File: src/rtl/hilo_muldiv_unit.sv
// hilo_muldiv_unit: HI/LO owner with iterative mult/div and EXE stall.
// Define MULDIV_FAST_MULT_EN for a single-cycle multiply; divide always iterates.
module hilo_muldiv_unit #(
    parameter int ITER = 32
) (
    input  logic        clk,
    input  logic        resetn,
    input  logic        exe_valid,
    input  logic [7:0]  div_mul_op,
    input  logic [31:0] src_a,
    input  logic [31:0] src_b,
    input  logic        exc_flush,
    output logic        stall_req,
    output logic [31:0] hilo_rdata,
    output logic        done
);
    localparam int CW = $clog2(ITER);
    typedef enum logic [1:0] {IDLE, BUSY, DONE} state_t;
    state_t        state;
    logic [CW-1:0] cnt;
    logic [31:0]   hi, lo, hi_w, lo_w, opnd, a_raw;
    logic          is_div, neg_q, neg_r, dz;
    logic          op_div, sgn, start, last, ge;
    logic [31:0]   abs_a, abs_b, dv_hi, dv_lo, q_fin, r_fin;
    logic [32:0]   rs, sum;
    logic [63:0]   ml, prod, prod_s;

`ifdef MULDIV_FAST_MULT_EN
    localparam bit FAST_MULT = 1'b1;
    assign prod = {32'b0, lo_w} * {32'b0, opnd};
`else
    localparam bit FAST_MULT = 1'b0;
    assign prod = ml;
`endif

    assign op_div     = div_mul_op[7] | div_mul_op[6];
    assign sgn        = div_mul_op[7] | div_mul_op[5];
    assign start      = state == IDLE && exe_valid && !exc_flush && |div_mul_op[7:4];
    assign stall_req  = start || state == BUSY;
    assign done       = state == DONE;
    assign hilo_rdata = div_mul_op[3] ? hi : div_mul_op[2] ? lo : '0;
    assign abs_a      = sgn && src_a[31] ? -src_a : src_a;
    assign abs_b      = sgn && src_b[31] ? -src_b : src_b;
    // Datapath works on magnitudes; signs are reapplied on the final cycle.
    assign rs         = {hi_w, lo_w[31]};
    assign ge         = rs >= {1'b0, opnd};
    assign dv_hi      = ge ? rs[31:0] - opnd : rs[31:0];
    assign dv_lo      = {lo_w[30:0], ge};
    assign sum        = {1'b0, hi_w} + {1'b0, lo_w[0] ? opnd : 32'b0};
    assign ml         = {sum, lo_w[31:1]};
    assign prod_s     = neg_q ? -prod : prod;
    assign q_fin      = dz ? '1 : neg_q ? -dv_lo : dv_lo;
    assign r_fin      = dz ? a_raw : neg_r ? -dv_hi : dv_hi;
    assign last       = (FAST_MULT && !is_div) || cnt == CW'(ITER - 1);

    always_ff @(posedge clk or negedge resetn) begin
        if (!resetn) begin
            state  <= IDLE;
            cnt    <= '0;
            hi     <= '0;
            lo     <= '0;
            hi_w   <= '0;
            lo_w   <= '0;
            opnd   <= '0;
            a_raw  <= '0;
            is_div <= 1'b0;
            neg_q  <= 1'b0;
            neg_r  <= 1'b0;
            dz     <= 1'b0;
        end else if (exc_flush) begin
            state <= IDLE;
            cnt   <= '0;
        end else if (state == IDLE) begin
            if (exe_valid && div_mul_op[1]) hi <= src_a;
            if (exe_valid && div_mul_op[0]) lo <= src_a;
            if (start) begin
                state  <= BUSY;
                cnt    <= '0;
                hi_w   <= '0;
                lo_w   <= op_div ? abs_a : abs_b;
                opnd   <= op_div ? abs_b : abs_a;
                a_raw  <= src_a;
                is_div <= op_div;
                neg_q  <= sgn && (src_a[31] ^ src_b[31]);
                neg_r  <= sgn && src_a[31];
                dz     <= op_div && src_b == '0;
            end
        end else if (state == BUSY) begin
            cnt  <= cnt + 1'b1;
            hi_w <= is_div ? dv_hi : ml[63:32];
            lo_w <= is_div ? dv_lo : ml[31:0];
            if (last) begin
                state <= DONE;
                hi    <= is_div ? r_fin : prod_s[63:32];
                lo    <= is_div ? q_fin : prod_s[31:0];
            end
        end else begin
            state <= IDLE;
        end
    end
endmodule

File: config.mk
export PLATFORM = sky130hd
export DESIGN_NAME = hilo_muldiv_unit
export DESIGN_NICKNAME = d
export VERILOG_FILES = /design/src/rtl/hilo_muldiv_unit.sv
export SDC_FILE = /design/constraint.sdc
export NUM_CORES = 1
export LEC_CHECK = 0
export CAP_MARGIN = 20
export CORE_ASPECT_RATIO = 0.8
export CORE_MARGIN = 3
export CORE_UTILIZATION = 60
export CTS_CLUSTER_DIAMETER = 50
export DETAILED_ROUTE_END_ITERATION = 8
export GPL_ROUTABILITY_DRIVEN = 0
export PLACE_DENSITY_LB_ADDON = 0.12
export SLEW_MARGIN = 20
export SYNTH_ARGS = -nofsm -noshare
export SYNTH_HDL_FRONTEND = slang
export SYNTH_SLANG_ARGS = --single-unit
File: constraint.sdc
create_clock -name clk -period 5.8 [get_ports clk]
set_input_delay 1.45 -clock clk [delete_from_list [all_inputs] [get_ports clk]]
set_output_delay 1.45 -clock clk [all_outputs]
set_load 0.005 [all_outputs]
==> results of run 1 <==
-- worst min-delay path: stages (launching register included) --
cell     delay (ns)
dfrtp_1        0.34
nand2_1        0.05
o21ai_0        0.06
-- Yosys cell counts, types with 31 or more instances --
cell type  instances
o211ai_1          43
ha_1              71
dfrtp_1          203
nor2_1           292
o31ai_1           40
nand2_1          408
or3_1             31
o221ai_1          31
xor2_1            71
nand3_1           45
a31oi_1           70
o21ai_0          212
inv_1             67
nor3_1            47
mux2i_1           73
a22o_1            47
a21oi_1          207
clkbuf_1         158
xnor2_1          142
-- cell families (layout without fill, tap and decap cells) --
kind of cell / count (synthesis) / in the layout
DFF: 203 / 203
and+or+nand+nor: 1010 / 1010
AOI/OAI and AO/OA: 833 / 833
buffers and inverters: 270 / 280
muxes: 90 / 90
xor gates and xnor gates: 213 / 213
adders and majority gates: 73 / 73
-- per-layer routing --
metal / vias to the layer above / global-route usage / part of all wire
met5: - / 0 / 0.0011
met4: 10 / 0.196 / 0.059
met3: 344 / 0.137 / 0.16
met2: 1762 / 0.595 / 0.39
met1: 10400 / 0.602 / 0.39
li1: 9714 / - / -
-- per-stage QoR --
step                      total power [mW]  area (um2)  setup WS (ns)  hold slack (ns)  cells
final                                 12.9       22000          0.363            0.479   3122
after global routing                  13.5       22000          0.236            0.495   3122
after CTS                             12.4       22000          0.619            0.478   3122
after detailed placement              10.8       21200          0.689            0.464   3080
after global placement                10.6       21200          0.826            0.458   3079
after floorplan                       8.18       19900          0.806            0.440   2692
-- registers in the layout, indices dropped and copies added, names as in the netlist --
register	cells
a_raw	32
hi_w	32
lo_w	32
lo	32
cnt	5
neg_r	1
dz	1
neg_q	1
state	2
opnd	32
is_div	1
hi	32
-- worst paths after layout --
kind | start | endpoint | cells past startpoint
max | hi_w[11] | hi[26] | 19
min | opnd[27] | opnd[27] | 2
max in group asynchronous | resetn | neg_q | 2
max reg2reg | hi_w[11] | hi[26] | 19
min in group asynchronous | resetn | opnd[29] | 1
min reg2reg | opnd[27] | opnd[27] | 2
-- layout make-up --
type	count	area, um2
inverters	69	259
clock buffers	34	699
clock inverters	8	104
repair buffers	169	1550
multi-input cells	2219	13800
fillers	2728	10000
well taps	420	526
flip-flops and latches	203	5080
-- power by group through the flow --
stage	registers [mW]	logic [mW]	clock network (mW)
after detailed placement	2.50	8.32	0
after CTS	2.48	8.37	1.59
after global routing	2.56	9.27	1.64
after global placement	2.47	8.15	0
after floorplan	2.14	6.04	0
final	2.51	8.76	1.59
==> Implementation_results.wiki, run 1 <==
{| class="wikitable"
! Metric !! Value
|-
| Total clock buffers created by CTS || 25
|-
| GRT Util Overall || 0.427
|-
| Quantity of hold-fixing buffers added after cts || 0
|-
| Detail-routed via count per cell || between 7 and 8
|-
| DR DRC count || 0
|-
| Worst Max-Slew Pin Slew || about 1 ns
|-
| Synth warn || 0
|-
| MaxCap Viol Count || 0
|-
| Distinct cell type count of the synthesized netlist || 91
|-
| Relative contribution of sequential cells to total power || 0.195
|-
| Ratio of cells with drive above 1 in the final layout || 0.0614
|-
| Clock period minus worst slack || 5.44 ns
|-
| Number of enable flip-flop cells after synthesis || 0
|-
| IR drop worst, VDD || approximately 0.00040 V
|-
| Vias in the first global route || 20.1k
|-
| Dominant combinational cell family by area after synthesis || compound AO/OA/AOI/OAI gates
|-
| Most used flip-flop cell after synthesis || dfrtp_1
|-
| CTS tree || built
|-
| Floorplan Core Area || between 0.03 and 0.04 mm2
|-
| Synth area leaders || dfrtp_1 26%, nand2_1 7.7%, xnor2_1 6.3%
|-
| Clock Latency Late Sink || roughly 0.56 ns
|-
| Number of violations reported at the end of detailed-routing iteration 0 || about 3.8k
|-
| Horizontal die dimension || 209 um
|-
| Final standard cell utilization of the core || 0.687
|-
| Number of buffers inserted by port buffering || roughly 110
|-
| Master cell of the clock root buffer || clkbuf_16
|-
| Cell-internal power || ~6 mW
|-
| Per-cell routed wire length || around 25 um
|-
| Height of the chip || between 150 and 200 um
|-
| Total negative slack || 0 ns
|-
| Pwr Density || just under 600 mW/mm2
|-
| Number of routed nets with antenna violations || 0
|-
| Ordered list of cells on the worst path || ha_1 > nand4_1 > nor4_1 > a31oi_1 > nor2_1 > a211o_2 > inv_2 > nand2_1 > nand2_1 > inv_1 > ha_1 > inv_1 > a211o_1 > or4_1 > a22o_1 > o41ai_1 > xor2_1 > a221oi_1 > nor3_2
|-
| Synthesized-area fraction occupied by xor and xnor cells || 0.0940
|-
| Largest area contributor in the netlist || dfrtp_1
|-
| Synth Area in Compound Gates || 0.271
|-
| Post-Synth Adder-Cell Area || 0.0468
|-
| Type of the setup path with the least slack || flop to flop
|-
| CP Data Arrival Time || 5.86 ns
|-
| Clock transition at path regs || 0.06 ns
|-
| Most common cell after layout, fill and taps aside || nand2_1
|-
| Clock sinks || about 200
|-
| Combinational Power Share || 0.681
|-
| H-tree levels || 1
|-
| Number of post-CTS setup repair buffers || 0
|-
| Leakage power || 8.99 nW
|-
| Number of failing hold endpoints at the final stage || 0
|-
| Slew HR || 0.329
|-
| Final wirelength || 78.6 mm
|-
| Resized cells post-CTS || 0
|-
| Mean cell area of the mapped netlist || ~7.4 um2
|-
| Final worst path period share || 0.937
|-
| Fraction of registers with async set or reset after synthesis || 1.00
|-
| Unrepaired setup endpoints after global routing || false
|-
| Switching share of total power || 0.541
|-
| Number of buffer and inverter instances along the worst setup path || 3
|-
| N_diodes || 0
|-
| Result of the run || complete, no violations
|-
| Post-synthesis mux area share || 0.0465
|-
| Flops & latches, synth || between 200 and 250
|-
| Number of rows in the core area || between 50 and 60
|-
| Clock skew after layout || between 0.015 and 0.02 ns
|-
| Number of slew-limit violations in the final report || 0
|-
| Required time at the worst-slack endpoint || ~6.2 ns
|-
| Cell at the slowest stage of the critical path || nor4_1
|-
| NetSw || 6.95 mW
|-
| Delay of the slowest cell on the worst path || slightly above 0.6 ns
|-
| Pin count of the biggest net entering global routing || between 80 and 90
|-
| Number of nets in the synthesized netlist || 2841
|-
| Sequential share of the synthesized area || 0.256
|-
| Top cell type's share of synthesized area || 0.256
|-
| Half-perimeter wire length of the detailed placement result || 59.2 mm
|-
| Register-to-Register Setup Slack || around 0.36 ns
|-
| Post-Syn Instances || between 2k and 3k
|-
| DR vias || 22.2k
|-
| Global-route wire length before repair || 119 mm
|-
| Number of iterations in the first detailed-routing pass || 6
|-
| Launching element type of the critical path || flop
|-
| Layout area overhead || 10.7%
|-
| Largest delay contributor family on the critical path || compound AO/OA/AOI/OAI gates
|-
| Net count reported at finish || 2836
|-
| Initial antenna violation count || 5
|-
| Area of the mapped netlist || approximately 0.02 mm2
|-
| Number of buffers on the longest clock path || 3
|-
| Leading cell types in the layout, fill and taps excluded || 408 x nand2_1, 289 x nor2_1, 212 x o21ai_0
|-
| Effective utilization at floorplan || 0.620
|-
| Clk network pwr share || 0.124
|-
| Type of the worst min-delay path || flop to flop
|-
| Total overflow reported by the global router || 0
|-
| Crit Path Max Fanout || 9
|-
| Die footprint || 0.0353 mm2
|-
| Post-synthesis share of cell area spent on and, or, nand and nor gates || 0.233
|-
| Worst Setup End Kind || flop
|-
| Number of I/O pins || 110
|-
| Final setup violation count || 0
|-
| Top achievable clock speed || approximately 180 MHz
|}
Power figures use the tool's default switching activity.
==> run 2: changes to the inputs <==
Settings changed: ABC_AREA set to 0.
==> results of run 2 <==
Same layout as run 1: the final DEF is identical, and so are final timing and power.
